<file path="src/rtl/rtttl_pkg.sv">
// Shared RTTTL constants: clock rate, octave-4 half-period table, key codes, tone FSM states.
package rtttl_pkg;

  localparam int unsigned CLK_HZ = 1_000_000;
  localparam int unsigned BASE_W = 11;

  typedef logic [BASE_W-1:0] base_t;

  localparam logic [15:0] KEY_REST = 16'd0;
  localparam logic [15:0] KEY_C    = 16'd1;
  localparam logic [15:0] KEY_CS   = 16'd2;
  localparam logic [15:0] KEY_D    = 16'd3;
  localparam logic [15:0] KEY_DS   = 16'd4;
  localparam logic [15:0] KEY_E    = 16'd5;
  localparam logic [15:0] KEY_F    = 16'd6;
  localparam logic [15:0] KEY_FS   = 16'd7;
  localparam logic [15:0] KEY_G    = 16'd8;
  localparam logic [15:0] KEY_GS   = 16'd9;
  localparam logic [15:0] KEY_A    = 16'd10;
  localparam logic [15:0] KEY_AS   = 16'd11;
  localparam logic [15:0] KEY_B    = 16'd12;

  localparam logic [3:0] OCT_MIN = 4'd4;
  localparam logic [3:0] OCT_MAX = 4'd7;

  typedef logic [1:0] state_t;
  localparam state_t SILENT = 2'd0;
  localparam state_t GAP    = 2'd1;
  localparam state_t PLAY   = 2'd2;

  // Octave-4 half-period in 1 MHz cycles, indexed by key-1 (C..B).
  function automatic base_t base_hp(input logic [3:0] idx);
    case (idx)
      4'd0:    base_hp = 11'd1911;
      4'd1:    base_hp = 11'd1804;
      4'd2:    base_hp = 11'd1703;
      4'd3:    base_hp = 11'd1607;
      4'd4:    base_hp = 11'd1517;
      4'd5:    base_hp = 11'd1432;
      4'd6:    base_hp = 11'd1351;
      4'd7:    base_hp = 11'd1276;
      4'd8:    base_hp = 11'd1204;
      4'd9:    base_hp = 11'd1136;
      4'd10:   base_hp = 11'd1073;
      4'd11:   base_hp = 11'd1012;
      default: base_hp = 11'd0;
    endcase
  endfunction

endpackage

</file>
<file path="src/rtl/rtttl_tone_gen_if.sv">
// Pitch-code input and speaker-drive output bundle between sequencer and tone generator.
interface rtttl_tone_gen_if;
  logic        enable;
  logic [3:0]  octave;
  logic [15:0] note;
  logic        tone_out;
  logic        tone_active;

  modport master (output enable, octave, note, input tone_out, tone_active);
  modport slave  (input enable, octave, note, output tone_out, tone_active);
endinterface

</file>
<file path="src/rtl/rtttl_pitch_lut.sv">
// Combinational (octave, note) -> {sounding, half_period}; octaves clamp to 4..7.
module rtttl_pitch_lut
  import rtttl_pkg::*;
#(
  parameter int unsigned HP_W = 11
) (
  input  logic [3:0]      octave,
  input  logic [15:0]     note,
  output logic            sounding,
  output logic [HP_W-1:0] half_period
);

  logic [3:0] oct_cl;
  logic [1:0] shamt;

  always_comb begin
    sounding    = (octave != 4'd0) && (note >= KEY_C) && (note <= KEY_B);
    oct_cl      = octave;
    if (octave < OCT_MIN)      oct_cl = OCT_MIN;
    else if (octave > OCT_MAX) oct_cl = OCT_MAX;
    shamt       = 2'(oct_cl - OCT_MIN);
    half_period = '0;
    if (sounding) half_period = HP_W'(base_hp(4'(note - 16'd1)) >> shamt);
  end

endmodule

</file>
<file path="src/rtl/rtttl_tone_gen.sv">
// Square-wave speaker driver: restarts phase with a silent gap on every pitch change.
module rtttl_tone_gen
  import rtttl_pkg::*;
#(
  parameter int unsigned GAP_CYCLES = 2000,
  parameter int unsigned HP_W       = 11
) (
  input  logic            clk,
  input  logic            rstn,
  rtttl_tone_gen_if.slave bus
);

  localparam int unsigned GAP_W = 16;
  localparam logic [GAP_W-1:0] GAP_LAST = (GAP_CYCLES == 0) ? '0 : GAP_W'(GAP_CYCLES - 1);

  state_t            state, state_nx;
  logic [3:0]        cur_oct, oct_nx;
  logic [15:0]       cur_note, note_nx;
  logic [HP_W-1:0]   hp, hp_nx, hp_cnt, hp_cnt_nx;
  logic [GAP_W-1:0]  gap_cnt, gap_cnt_nx;
  logic              tone_q, tone_nx, active_q, active_nx;
  logic              lut_sounding;
  logic [HP_W-1:0]   lut_hp;
  logic              change;

  rtttl_pitch_lut #(.HP_W(HP_W)) u_lut (
    .octave      (bus.octave),
    .note        (bus.note),
    .sounding    (lut_sounding),
    .half_period (lut_hp)
  );

  assign change = {bus.octave, bus.note} != {cur_oct, cur_note};

  // Next-state and next-output logic; enable low beats change, change beats state progress.
  always_comb begin
    state_nx   = state;
    oct_nx     = cur_oct;
    note_nx    = cur_note;
    hp_nx      = hp;
    hp_cnt_nx  = hp_cnt;
    gap_cnt_nx = gap_cnt;
    tone_nx    = tone_q;
    if (!bus.enable) begin
      state_nx   = SILENT;
      tone_nx    = 1'b0;
      oct_nx     = 4'd0;
      note_nx    = 16'd0;
      hp_cnt_nx  = '0;
      gap_cnt_nx = '0;
    end else if (change) begin
      oct_nx     = bus.octave;
      note_nx    = bus.note;
      hp_nx      = lut_hp;
      hp_cnt_nx  = '0;
      gap_cnt_nx = '0;
      tone_nx    = 1'b0;
      if (!lut_sounding) begin
        state_nx = SILENT;
      end else if (GAP_CYCLES == 0) begin
        state_nx = PLAY;
        tone_nx  = 1'b1;
      end else begin
        state_nx = GAP;
      end
    end else begin
      case (state)
        GAP: begin
          tone_nx = 1'b0;
          if (gap_cnt == GAP_LAST) begin
            state_nx  = PLAY;
            tone_nx   = 1'b1;
            hp_cnt_nx = '0;
          end else begin
            gap_cnt_nx = gap_cnt + GAP_W'(1);
          end
        end
        PLAY: begin
          if (hp_cnt == hp - HP_W'(1)) begin
            hp_cnt_nx = '0;
            tone_nx   = ~tone_q;
          end else begin
            hp_cnt_nx = hp_cnt + HP_W'(1);
          end
        end
        default: begin
          state_nx = SILENT;
          tone_nx  = 1'b0;
        end
      endcase
    end
    active_nx = (state_nx == PLAY);
  end

  always_ff @(posedge clk) begin
    if (!rstn) begin
      state    <= SILENT;
      cur_oct  <= 4'd0;
      cur_note <= 16'd0;
      hp       <= '0;
      hp_cnt   <= '0;
      gap_cnt  <= '0;
      tone_q   <= 1'b0;
      active_q <= 1'b0;
    end else begin
      state    <= state_nx;
      cur_oct  <= oct_nx;
      cur_note <= note_nx;
      hp       <= hp_nx;
      hp_cnt   <= hp_cnt_nx;
      gap_cnt  <= gap_cnt_nx;
      tone_q   <= tone_nx;
      active_q <= active_nx;
    end
  end

  assign bus.tone_out    = tone_q;
  assign bus.tone_active = active_q;

endmodule

</file>
<file path="src/flat_wrapper.sv">
// flat-port wrapper written by rule: the top's interface ports become plain ports
module rtttl_tone_gen_flat import rtttl_pkg::*;
#(
  parameter int unsigned GAP_CYCLES = 2000,
  parameter int unsigned HP_W       = 11
)
  (clk, rstn, bus_enable, bus_octave, bus_note, bus_tone_out, bus_tone_active);
  rtttl_tone_gen_if bus_i ();
  input  logic clk;
  input  logic rstn;
  input wire logic [$bits(bus_i.enable)-1:0] bus_enable;
  input wire logic [$bits(bus_i.octave)-1:0] bus_octave;
  input wire logic [$bits(bus_i.note)-1:0] bus_note;
  output wire logic [$bits(bus_i.tone_out)-1:0] bus_tone_out;
  output wire logic [$bits(bus_i.tone_active)-1:0] bus_tone_active;
  assign bus_i.enable = bus_enable;
  assign bus_i.octave = bus_octave;
  assign bus_i.note = bus_note;
  assign bus_tone_out = bus_i.tone_out;
  assign bus_tone_active = bus_i.tone_active;
  rtttl_tone_gen #(.GAP_CYCLES(GAP_CYCLES), .HP_W(HP_W)) u_core (.clk(clk), .rstn(rstn), .bus(bus_i));
endmodule
</file>
<file path="config.mk">
export PLATFORM = sky130hd
export DESIGN_NAME = rtttl_tone_gen_flat
export DESIGN_NICKNAME = d
export VERILOG_FILES = /design/src/rtl/rtttl_pkg.sv /design/src/rtl/rtttl_tone_gen_if.sv /design/src/rtl/rtttl_pitch_lut.sv /design/src/rtl/rtttl_tone_gen.sv /design/src/flat_wrapper.sv
export SDC_FILE = /design/constraint.sdc
export NUM_CORES = 1
export LEC_CHECK = 0
export BUFFER_PORTS_ARGS = -buffer_cell sky130_fd_sc_hd__buf_4
export CAP_MARGIN = 40
export CORE_UTILIZATION = 55
export CTS_CLUSTER_DIAMETER = 200
export CTS_CLUSTER_SIZE = 40
export DETAILED_ROUTE_END_ITERATION = 12
export PLACE_DENSITY = 0.74
export SYNTH_ARGS = -nofsm -noshare
export SYNTH_HDL_FRONTEND = slang
export SYNTH_SLANG_ARGS = --single-unit
</file>
<file path="constraint.sdc">
create_clock -name clk -period 3.46 [get_ports clk]
set_clock_uncertainty 0.15 [all_clocks]
set_input_delay 0.692 -clock clk [delete_from_list [all_inputs] [get_ports clk]]
set_output_delay 0.692 -clock clk [all_outputs]
set_load 0.02 [all_outputs]
</file>
==> tab_implementation.tex, run 1 <==
\begin{tabular}{lr}
\hline
Metric & Value \\
\hline
\multicolumn{2}{l}{\textbf{Power and ir drop}} \\
Switching power & 0.000382 W \\
Combinational fraction of design power & 0.118 \\
Fraction of power spent switching nets & 0.265 \\
Power density of the placed cells & 357 nW/um\^{}2 \\
Static leakage & 1.47 nW \\
Reg power frac & 0.504 \\
Internal power consumption & 0.00106 W \\
Clk network pwr share & 0.377 \\
Worst vdd ir & 0.000256 V \\
\multicolumn{2}{l}{\textbf{Flow run}} \\
Max\_cap viols & 0 \\
\multicolumn{2}{l}{\textbf{Drt}} \\
Average via count per standard cell & 5.77 \\
Total wirelength of the detailed-routed design & 7500 um \\
Post-detailed-route DRC marker count & 0 \\
Wirelength per Cell & 14.3 um \\
First drt pass iteration count & 4 \\
Routed via count & 3037 \\
DRC violation total after the first TritonRoute iteration & 134 \\
Antenna violation net count after detailed routing & 0 \\
\multicolumn{2}{l}{\textbf{Min path}} \\
Beginning of the worst hold path & u\_core.hp[10]\$\_SDFFE\_PN0P\_ \\
Type of the most critical hold path & reg2reg \\
\multicolumn{2}{l}{\textbf{Finish}} \\
Final-layout fill cell count & 552 \\
Share of the core filled with cells & 0.635 \\
Final nets & 482 \\
Antenna Diode Count & 0 \\
Share of post-route cells with drive strength above 1 & 0.122 \\
P\&R area growth vs syn & 11.0\% \\
\multicolumn{2}{l}{\textbf{Worst setup path}} \\
Kind of end point of the critical path & flop \\
Critical path startpoint & bus\_note[1] \\
Max stage delay cell, worst path & sky130\_fd\_sc\_hd\_\_ha\_1 \\
Setup crit start kind & primary input \\
Buffers \& Inverters on Critical Path & 3 \\
Start-to-end type of the worst setup path & in2reg \\
Start of the worst register-to-register path & u\_core.hp[0]\$\_SDFFE\_PN0P\_ \\
Cell family with most CP delay & adder cells \\
Arrival time at the worst endpoint & 3000 ps \\
Crit Path Max Fanout & 16 \\
Cells traversed along the worst timing path & buf\_4 -> inv\_1 -> ha\_1 -> inv\_1 -> ha\_1 -> nand2\_1 -> o31a\_1 -> mux4\_2 -> nand2\_1 -> o21ai\_0 -> a22oi\_1 -> nor2b\_1 \\
Delay contributed by the slowest stage of the critical path & 550 ps \\
Worst path required time & 3540 ps \\
\multicolumn{2}{l}{\textbf{Die}} \\
Die area & 6930 sq um \\
Die Y-Extent & 83.3 um \\
Core Region & 6350 sq um \\
Effective utilization at floorplan & 0.572 \\
Width of the die & 83.3 um \\
IO Count & 25 \\
Number of core rows & 29 \\
\multicolumn{2}{l}{\textbf{Outcome}} \\
Result of the run & completed \\
\multicolumn{2}{l}{\textbf{GRT}} \\
Maximum number of pins on one net before global-route repair & 30 \\
Number of antenna violations at the first check in global routing & 0 \\
Total global routing overflow & 0 \\
Via count of the first global-routing pass & 2926 \\
Wire length of the first global-routing pass & 13200 um \\
GRT Overall Usage & 0.230 \\
\multicolumn{2}{l}{\textbf{STA}} \\
Unrepaired setup endpoints after global routing & no \\
Post-Route Setup TNS & 0 ps \\
Final Hold Violating Endpoints & 0 \\
Actual slew at the worst max-slew pin & 717 ps \\
Maximum operating frequency & 0.342 GHz \\
Slew margin rel. & 0.508 \\
Count of endpoints failing setup in the final report & 0 \\
Max-slew violations & 0 \\
Final Critical Period & 2920 ps \\
Share of the clock period used by the worst path & 0.844 \\
\multicolumn{2}{l}{\textbf{Synthesis}} \\
Main combinational cell family by area after synthesis & simple AND/OR/NAND/NOR gates \\
Post-Synthesis Cells & 425 \\
Most common cell in the netlist & sky130\_fd\_sc\_hd\_\_dfxtp\_1 \\
Portion of the post-synthesis area used by sequential elements & 0.342 \\
Adder-cell area share of the yosys netlist & 0.0517 \\
Fraction of synthesized cell area taken by the top area cell type & 0.342 \\
Post-synthesis instance area & 3630 sq um \\
Synth top area cells & sky130\_fd\_sc\_hd\_\_dfxtp\_1, sky130\_fd\_sc\_hd\_\_xnor2\_1, sky130\_fd\_sc\_hd\_\_xor2\_1 \\
Xor-xnor portion of the synthesized cell area & 0.125 \\
Register bit count reported by yosys & 62 \\
Most used standard cells in the synthesized netlist & sky130\_fd\_sc\_hd\_\_dfxtp\_1, sky130\_fd\_sc\_hd\_\_nor2\_1, sky130\_fd\_sc\_hd\_\_nand2\_1, sky130\_fd\_sc\_hd\_\_xnor2\_1 \\
Cell taking the most area after synthesis & sky130\_fd\_sc\_hd\_\_dfxtp\_1 \\
Warnings, synthesis & 0 \\
Complex-gate fraction of the synthesized area & 0.147 \\
Synthesized area per cell & 8.55 sq um \\
Fraction of synthesis flops using an asynchronous set or reset pin & 0 \\
Share of synthesized cell area in and, or, nand and nor gates & 0.269 \\
Netlist cell types & 58 \\
Number of nets produced by synthesis & 463 \\
Primary FF master, synth & sky130\_fd\_sc\_hd\_\_dfxtp\_1 \\
Multiplexer share of the synthesized area & 0.0286 \\
Number of synthesized flops with an enable pin & 0 \\
\multicolumn{2}{l}{\textbf{Clock tree}} \\
Quantity of gates resized following cts & 0 \\
\# Post-CTS Setup Buffers & 0 \\
Depth of the CTS H-tree & 3 \\
Maximum clock path buffer count & 2 \\
Hold buffers post-CTS & 0 \\
Number of clock buffers inserted by TritonCTS & 9 \\
Clock insertion delay at the later pin of the skew report & 340 ps \\
Clock tree root driver cell & sky130\_fd\_sc\_hd\_\_clkbuf\_8 \\
Clock sink count & 62 \\
Clock tree from TritonCTS & yes \\
Clock transition at the register clock pins on the worst setup and hold paths after CTS & 70 ps \\
\multicolumn{2}{l}{\textbf{Placed design}} \\
Half-perimeter wire length of the detailed placement result & 5400 um \\
RD Place Congestion & 0.903 \\
\# port buffers & 24 \\
\hline
\end{tabular}
-- worst min-delay path: cells and delay by family, from the launching register on --
kind	cells	cell delay, ps
AND/OR/NAND/NOR	1	50
AO/OA/AOI/OAI	1	60
flip-flops	1	320
-- layout make-up --
cell class,instances,area (sq um),share of cell area
well taps,77,96.3,0.0239
flip-flops and latches,62,1240,0.308
clock buffers,11,131,0.0326
clock inverters,5,36.3,0.00900
inverters,13,48.8,0.0121
multi-input cells,329,2260,0.561
repair buffers,29,215,0.0534
-- path summary, 6_finish.rpt --
kind	to	slack [ps]	cells after the start
worst min-delay path	u_core.hp[10]$_SDFFE_PN0P_	330	2
worst max register to register	u_core.bus.tone_out$_SDFFE_PP0P_	680	8
worst min register to register	u_core.hp[10]$_SDFFE_PN0P_	330	2
worst max-delay path	u_core.hp[6]$_SDFFE_PN0P_	540	12
-- kinds of logic after synthesis --
family / after synthesis
AOI/OAI and AO/OA: 79
xor gates and xnor gates: 52
adders and majority gates: 15
buffers and inverters: 34
DFF: 62
muxes: 9
and+or+nand+nor: 174
-- placed cells by master (no fill, tap or decap), types with 13 or more instances in the layout --
cell	instances
sky130_fd_sc_hd__dfxtp_1	62
sky130_fd_sc_hd__nand2_1	32
sky130_fd_sc_hd__buf_4	28
sky130_fd_sc_hd__nor2_1	34
sky130_fd_sc_hd__o21ai_0	14
sky130_fd_sc_hd__ha_1	15
sky130_fd_sc_hd__nand3_1	13
sky130_fd_sc_hd__inv_1	13
sky130_fd_sc_hd__a21oi_1	20
sky130_fd_sc_hd__xnor2_1	27
sky130_fd_sc_hd__xor2_1	25
sky130_fd_sc_hd__and3_1	25
-- routing by layer --
layer	vias to the layer above	part of all wire	GRT usage
met4	0	0.012	0.0768
li1	1567	-	-
met1	1419	0.50	0.301
met2	42	0.46	0.379
met5	-	0	0
met3	9	0.027	0.0477
-- power groups by stage --
stage	sequential, W	combinational, W	clock, W
after floorplan	0.000742	0.000114	0
after global placement	0.000743	0.000168	0
after detailed placement	0.000743	0.000169	0
after CTS	0.000727	0.000171	0.000556
after global routing	0.000727	0.000191	0.000586
final	0.000727	0.000171	0.000543
-- sequential cells by signal, indices dropped and copies added, names as in the netlist --
register / count
u_core.bus.tone_out: 1
u_core.cur_note: 16
u_core.hp_cnt: 11
u_core.bus.tone_active: 1
u_core.gap_cnt: 16
u_core.state: 2
u_core.cur_oct: 4
u_core.hp: 11
-- metrics by stage --
stage          worst slack (ps)  instance area, sq um  cells  total power, W  hold WS (ps)
2_1_floorplan               447                  3630    425        0.000856           303
3_3_place_gp                210                  3860    509        0.000911           320
3_5_place_dp                202                  3860    510        0.000912           324
4_1_cts                     551                  4030    526         0.00145           333
5_1_grt                     332                  4030    526         0.00150           372
6_report                    540                  4030    526         0.00144           331
Note: power is estimated with default switching activity, not from simulation.
==> run 2, diff against run 1 <==
==> constraint.sdc (replaced) <==
create_clock -name clk -period 3 [get_ports clk]
set_clock_uncertainty 0.15 [all_clocks]
set_input_delay 0.6 -clock clk [delete_from_list [all_inputs] [get_ports clk]]
set_output_delay 0.6 -clock clk [all_outputs]
set_load 0.02 [all_outputs]
==> tab_implementation.tex, run 2 (same netlist as run 1, synthesis figures left out) <==
\begin{tabular}{lr}
\hline
Metric & Value \\
\hline
\multicolumn{2}{l}{\textbf{Outcome}} \\
Result of the run & completed \\
\multicolumn{2}{l}{\textbf{Die}} \\
Core Region & 6350 sq um \\
Die area & 6930 sq um \\
Width of the die & 83.3 um \\
Die Y-Extent & 83.3 um \\
IO Count & 25 \\
Number of core rows & 29 \\
Effective utilization at floorplan & 0.572 \\
\multicolumn{2}{l}{\textbf{Drt}} \\
Post-detailed-route DRC marker count & 0 \\
DRC violation total after the first TritonRoute iteration & 96 \\
Total wirelength of the detailed-routed design & 7340 um \\
Antenna violation net count after detailed routing & 0 \\
First drt pass iteration count & 4 \\
Wirelength per Cell & 13.8 um \\
Average via count per standard cell & 5.80 \\
Routed via count & 3074 \\
\multicolumn{2}{l}{\textbf{Finish}} \\
Share of post-route cells with drive strength above 1 & 0.135 \\
Commonest non-fill, non-tap cells in the layout & sky130\_fd\_sc\_hd\_\_dfxtp\_1, sky130\_fd\_sc\_hd\_\_nor2\_1, sky130\_fd\_sc\_hd\_\_buf\_4 \\
P\&R area growth vs syn & 12.6\% \\
Final nets & 488 \\
Leading registers by flop count & u\_core.cur\_note: 16 flops, u\_core.gap\_cnt: 16 flops \\
Antenna Diode Count & 0 \\
Number of standard cells in the final layout excluding fillers & 530 \\
Most common cell after layout, fill and taps aside & sky130\_fd\_sc\_hd\_\_dfxtp\_1 \\
\multicolumn{2}{l}{\textbf{STA}} \\
Share of the clock period used by the worst path & 0.922 \\
Final Critical Period & 2770 ps \\
Maximum operating frequency & 0.362 GHz \\
Final Hold Violating Endpoints & 0 \\
Unrepaired setup endpoints after global routing & no \\
Post-Route Setup TNS & 0 ps \\
Max-slew violations & 0 \\
Actual slew at the worst max-slew pin & 744 ps \\
Slew margin rel. & 0.490 \\
Count of endpoints failing setup in the final report & 0 \\
\multicolumn{2}{l}{\textbf{Worst setup path}} \\
Start-to-end type of the worst setup path & reg2reg \\
Worst path required time & 3120 ps \\
Crit Path Max Fanout & 5 \\
Kind of end point of the critical path & flop \\
Setup crit start kind & flop \\
Arrival time at the worst endpoint & 2880 ps \\
\multicolumn{2}{l}{\textbf{Placed design}} \\
Placed cell count & 516 \\
RD Place Congestion & 0.883 \\
\# port buffers & 24 \\
Half-perimeter wire length of the detailed placement result & 5300 um \\
\multicolumn{2}{l}{\textbf{Clock tree}} \\
Hold buffers post-CTS & 0 \\
Maximum clock path buffer count & 2 \\
\# Post-CTS Setup Buffers & 0 \\
Quantity of gates resized following cts & 0 \\
Clock tree root driver cell & sky130\_fd\_sc\_hd\_\_clkbuf\_8 \\
Depth of the CTS H-tree & 3 \\
Clock tree from TritonCTS & yes \\
Clock insertion delay at the later pin of the skew report & 340 ps \\
Clock sink count & 62 \\
Number of clock buffers inserted by TritonCTS & 9 \\
Clock transition at the register clock pins on the worst setup and hold paths after CTS & 70 ps \\
\multicolumn{2}{l}{\textbf{GRT}} \\
Gr busiest metal & met2 \\
Maximum number of pins on one net before global-route repair & 30 \\
Via count of the first global-routing pass & 2828 \\
Met1 Usage GRT & 0.287 \\
Number of antenna violations at the first check in global routing & 0 \\
Met2 usage in global routing & 0.370 \\
Wire length of the first global-routing pass & 12800 um \\
Total global routing overflow & 0 \\
GRT Overall Usage & 0.223 \\
Grt met3 use & 0.0507 \\
\multicolumn{2}{l}{\textbf{Power and ir drop}} \\
Overall power of the completed layout & 0.00173 W \\
Static leakage & 1.51 nW \\
Power density of the placed cells & 423 nW/um\^{}2 \\
Worst vdd ir & 0.000354 V \\
\multicolumn{2}{l}{\textbf{Min path}} \\
Type of the most critical hold path & reg2reg \\
\multicolumn{2}{l}{\textbf{Flow run}} \\
Max\_cap viols & 0 \\
\hline
\end{tabular}
run 2: cell count changes in the layout (fill, tap and decap cells not counted), sizes merged:
cell	change
clkdlybuf4s15	+1
clkbuf	-2
bufinv	+1
clkinvlp	-2
buf	+5
clkinv	+1
run 2: worst paths after layout:
| check | start | endpoint | slack [ps] | cells after the start |
|---|---|---|---|---|
| worst max-delay path | u_core.hp[0]$_SDFFE_PN0P_ | u_core.bus.tone_out$_SDFFE_PP0P_ | 230 | 8 |
| worst min-delay path | u_core.hp[10]$_SDFFE_PN0P_ | u_core.hp[10]$_SDFFE_PN0P_ | 320 | 2 |
| worst max register to register | u_core.hp[0]$_SDFFE_PN0P_ | u_core.bus.tone_out$_SDFFE_PP0P_ | 230 | 8 |
| worst min register to register | u_core.hp[10]$_SDFFE_PN0P_ | u_core.hp[10]$_SDFFE_PN0P_ | 320 | 2 |
run 2: area by class of cell:
type / instances / area, sq um
flip-flops and latches: 62 / 1240
well taps: 77 / 96.3
fillers: 545 / 2260
clock inverters: 5 / 52.6
multi-input cells: 329 / 2260
repair buffers: 35 / 267
inverters: 13 / 48.8
clock buffers: 9 / 124
run 2: power by group:
part | total [W] | internal [W] | switching (W)
clock network | 0.000690 | 0.000370 | 0.000320
registers | 0.000838 | 0.000834 | 0.00000443
logic | 0.000202 | 0.0000942 | 0.000108
total | 0.00173 | 0.00130 | 0.000433
run 2: per-stage QoR:
| step | utilization | setup WS (ps) | area, sq um | hold slack [ps] |
|---|---|---|---|---|
| after global placement | 0.615 | 136 | 3900 | 316 |
| after detailed placement | 0.616 | 31.4 | 3910 | 323 |
| after CTS | 0.644 | 219 | 4090 | 331 |
| after global routing | 0.644 | 114 | 4090 | 346 |
| after floorplan | - | 78.6 | 3630 | 303 |
| final | 0.644 | 234 | 4090 | 323 |
run 2: routing by layer:
| metal | wire, um | part of all wire |
|---|---|---|
| met5 | 0 | 0 |
| met4 | 89 | 0.012 |
| met3 | 209 | 0.028 |
| met2 | 3430 | 0.47 |
| met1 | 3610 | 0.49 |
run 2: critical path, cell delays in order (launching register included):
cell                      delay [ps]
sky130_fd_sc_hd__dfxtp_1         410
sky130_fd_sc_hd__inv_1            60
sky130_fd_sc_hd__ha_1            230
sky130_fd_sc_hd__nor3b_4         170
sky130_fd_sc_hd__or4b_1          510
sky130_fd_sc_hd__a32o_1          300
sky130_fd_sc_hd__or3_4           400
sky130_fd_sc_hd__or3_1           310
sky130_fd_sc_hd__a31oi_1         160
==> run 3, diff against run 2 <==
--- a/config.mk
+++ b/config.mk
@@ -8,6 +8,7 @@
 export BUFFER_PORTS_ARGS = -buffer_cell sky130_fd_sc_hd__buf_4
 export CAP_MARGIN = 40
 export CORE_UTILIZATION = 55
+export CTS_BUF_LIST = sky130_fd_sc_hd__clkbuf_16
 export CTS_CLUSTER_DIAMETER = 200
 export CTS_CLUSTER_SIZE = 40
 export DETAILED_ROUTE_END_ITERATION = 12
==> tab_implementation.tex, run 3 (same netlist as run 1, synthesis figures left out) <==
\begin{tabular}{lr}
\hline
Metric & Value \\
\hline
\multicolumn{2}{l}{\textbf{Placed design}} \\
\# port buffers & 24 \\
Area of placed instances & 3910 sq um \\
RD Place Congestion & 0.883 \\
Half-perimeter wire length of the detailed placement result & 5300 um \\
\multicolumn{2}{l}{\textbf{Min path}} \\
Instance count along the most critical hold path & 2 \\
Type of the most critical hold path & reg2reg \\
Endpoint with the worst hold slack & u\_core.hp[10]\$\_SDFFE\_PN0P\_ \\
Beginning of the worst hold path & u\_core.hp[10]\$\_SDFFE\_PN0P\_ \\
\multicolumn{2}{l}{\textbf{Drt}} \\
DRC violation total after the first TritonRoute iteration & 117 \\
M1 wire length & 3640 um \\
Wirelength per Cell & 14.2 um \\
Average via count per standard cell & 5.88 \\
Total wirelength of the detailed-routed design & 7520 um \\
First drt pass iteration count & 4 \\
Met2 WL & 3500 um \\
Post-detailed-route DRC marker count & 0 \\
Routed via count & 3119 \\
Antenna violation net count after detailed routing & 0 \\
Highest routed layer & met4 \\
Amount of wire on met3 after detailed routing & 249 um \\
\multicolumn{2}{l}{\textbf{Finish}} \\
Final nets & 488 \\
Share of post-route cells with drive strength above 1 & 0.135 \\
P\&R area growth vs syn & 15.4\% \\
Antenna Diode Count & 0 \\
Final-layout fill cell count & 529 \\
Finished Cell Area & 4190 sq um \\
Most common cell after layout, fill and taps aside & sky130\_fd\_sc\_hd\_\_dfxtp\_1 \\
Leading registers by flop count & u\_core.cur\_note: 16 flops, u\_core.gap\_cnt: 16 flops \\
Commonest non-fill, non-tap cells in the layout & sky130\_fd\_sc\_hd\_\_dfxtp\_1, sky130\_fd\_sc\_hd\_\_nor2\_1, sky130\_fd\_sc\_hd\_\_buf\_4 \\
\multicolumn{2}{l}{\textbf{STA}} \\
Count of endpoints failing setup in the final report & 0 \\
Share of the clock period used by the worst path & 0.943 \\
Final Hold Violating Endpoints & 0 \\
Maximum operating frequency & 0.354 GHz \\
Post-Route Setup TNS & 0 ps \\
Final Critical Period & 2830 ps \\
Actual slew at the worst max-slew pin & 787 ps \\
Slew margin rel. & 0.460 \\
Max-slew violations & 0 \\
Unrepaired setup endpoints after global routing & no \\
\multicolumn{2}{l}{\textbf{Power and ir drop}} \\
Power density of the placed cells & 484 nW/um\^{}2 \\
Combinational fraction of design power & 0.100 \\
Static leakage & 1.56 nW \\
Fraction of power spent switching nets & 0.232 \\
Reg power frac & 0.414 \\
Internal power consumption & 0.00156 W \\
Worst vdd ir & 0.000362 V \\
Clk network pwr share & 0.486 \\
Switching power & 0.000471 W \\
\multicolumn{2}{l}{\textbf{Clock tree}} \\
Depth of the CTS H-tree & 3 \\
\# Post-CTS Setup Buffers & 0 \\
Number of clock buffers inserted by TritonCTS & 9 \\
Clock sink count & 62 \\
Hold buffers post-CTS & 0 \\
Clock insertion delay at the later pin of the skew report & 330 ps \\
Maximum clock path buffer count & 2 \\
Clock tree root driver cell & sky130\_fd\_sc\_hd\_\_clkbuf\_16 \\
Clock tree from TritonCTS & yes \\
Clock transition at the register clock pins on the worst setup and hold paths after CTS & 50 ps \\
Quantity of gates resized following cts & 0 \\
\multicolumn{2}{l}{\textbf{Die}} \\
Effective utilization at floorplan & 0.572 \\
Die area & 6930 sq um \\
Width of the die & 83.3 um \\
Core Region & 6350 sq um \\
Number of core rows & 29 \\
IO Count & 25 \\
Die Y-Extent & 83.3 um \\
\multicolumn{2}{l}{\textbf{GRT}} \\
Via count of the first global-routing pass & 2850 \\
Maximum number of pins on one net before global-route repair & 30 \\
Total global routing overflow & 0 \\
Number of antenna violations at the first check in global routing & 0 \\
Wire length of the first global-routing pass & 12900 um \\
GRT Overall Usage & 0.229 \\
\multicolumn{2}{l}{\textbf{Worst setup path}} \\
Kind of end point of the critical path & flop \\
Crit Path Max Fanout & 5 \\
Setup crit start kind & flop \\
Start of the worst register-to-register path & u\_core.hp[0]\$\_SDFFE\_PN0P\_ \\
Worst path required time & 3100 ps \\
Capturing point of the worst reg2reg path & u\_core.bus.tone\_out\$\_SDFFE\_PP0P\_ \\
Arrival time at the worst endpoint & 2930 ps \\
Start-to-end type of the worst setup path & reg2reg \\
Count of cells along the worst register-to-register path & 8 \\
Register-to-Register Setup Slack & 170 ps \\
\multicolumn{2}{l}{\textbf{Flow run}} \\
Max\_cap viols & 0 \\
\multicolumn{2}{l}{\textbf{Outcome}} \\
Result of the run & completed \\
\hline
\end{tabular}
==> run 3: cell counts in the layout (fill, tap and decap cells not counted) <==
Identical to the previous run, type by type.
==> run 3: final cells by class <==
class | count | area (sq um) | area share
flip-flops and latches | 62 | 1240 | 0.296
well taps | 77 | 96.3 | 0.0230
multi-input cells | 329 | 2260 | 0.539
inverters | 13 | 48.8 | 0.0116
repair buffers | 35 | 267 | 0.0636
clock inverters | 5 | 52.6 | 0.0125
clock buffers | 9 | 225 | 0.0537
==> run 3: power by group through the flow <==
| stage | Sequential, W | Clock [W] | Combinational [W] |
|---|---|---|---|
| 3_5_place_dp | 0.000857 | 0 | 0.000200 |
| 6_report | 0.000840 | 0.000986 | 0.000203 |
| 3_3_place_gp | 0.000856 | 0 | 0.000198 |
| 5_1_grt | 0.000840 | 0.00103 | 0.000226 |
| 2_1_floorplan | 0.000856 | 0 | 0.000131 |
| 4_1_cts | 0.000840 | 0.00100 | 0.000202 |
==> run 3: routing by layer <==
layer	up-vias	track usage
met3	16	0.0378
met1	1467	0.285
met5	-	0
met4	0	0.118
met2	58	0.379
li1	1578	-
==> run 3: critical path: stages, from the launching register on <==
cell	delay, ps
sky130_fd_sc_hd__dfxtp_1	410
sky130_fd_sc_hd__inv_1	70
sky130_fd_sc_hd__ha_1	230
sky130_fd_sc_hd__nor3b_4	170
sky130_fd_sc_hd__or4b_1	500
sky130_fd_sc_hd__a32o_1	300
sky130_fd_sc_hd__or3_4	400
sky130_fd_sc_hd__or3_1	330
sky130_fd_sc_hd__a31oi_1	200
==> run 3: stage by stage <==
step,instances,power (W),util,hold WS (ps),worst slack [ps]
2_1_floorplan,425,0.000987,-,303,78.6
3_3_place_gp,515,0.00105,0.615,316,136
3_5_place_dp,516,0.00106,0.616,323,31.4
4_1_cts,530,0.00204,0.660,328,161
5_1_grt,530,0.00210,0.660,370,42.5
6_report,530,0.00203,0.660,322,172
==> run 3: worst max path at each step <==
| stage | start | to | slack, ps |
|---|---|---|---|
| 4_1_cts | u_core.hp[0]$_SDFFE_PN0P_ | u_core.bus.tone_out$_SDFFE_PP0P_ | 160 |
| 3_5_place_dp | bus_note[0] | u_core.hp[6]$_SDFFE_PN0P_ | 30 |
| 3_3_place_gp | bus_note[0] | u_core.hp[6]$_SDFFE_PN0P_ | 140 |
| 6_report | u_core.hp[0]$_SDFFE_PN0P_ | u_core.bus.tone_out$_SDFFE_PP0P_ | 170 |
| 2_1_floorplan | bus_note[1] | u_core.hp[7]$_SDFFE_PN0P_ | 80 |
| 5_1_grt | u_core.hp[0]$_SDFFE_PN0P_ | u_core.bus.tone_out$_SDFFE_PP0P_ | 40 |
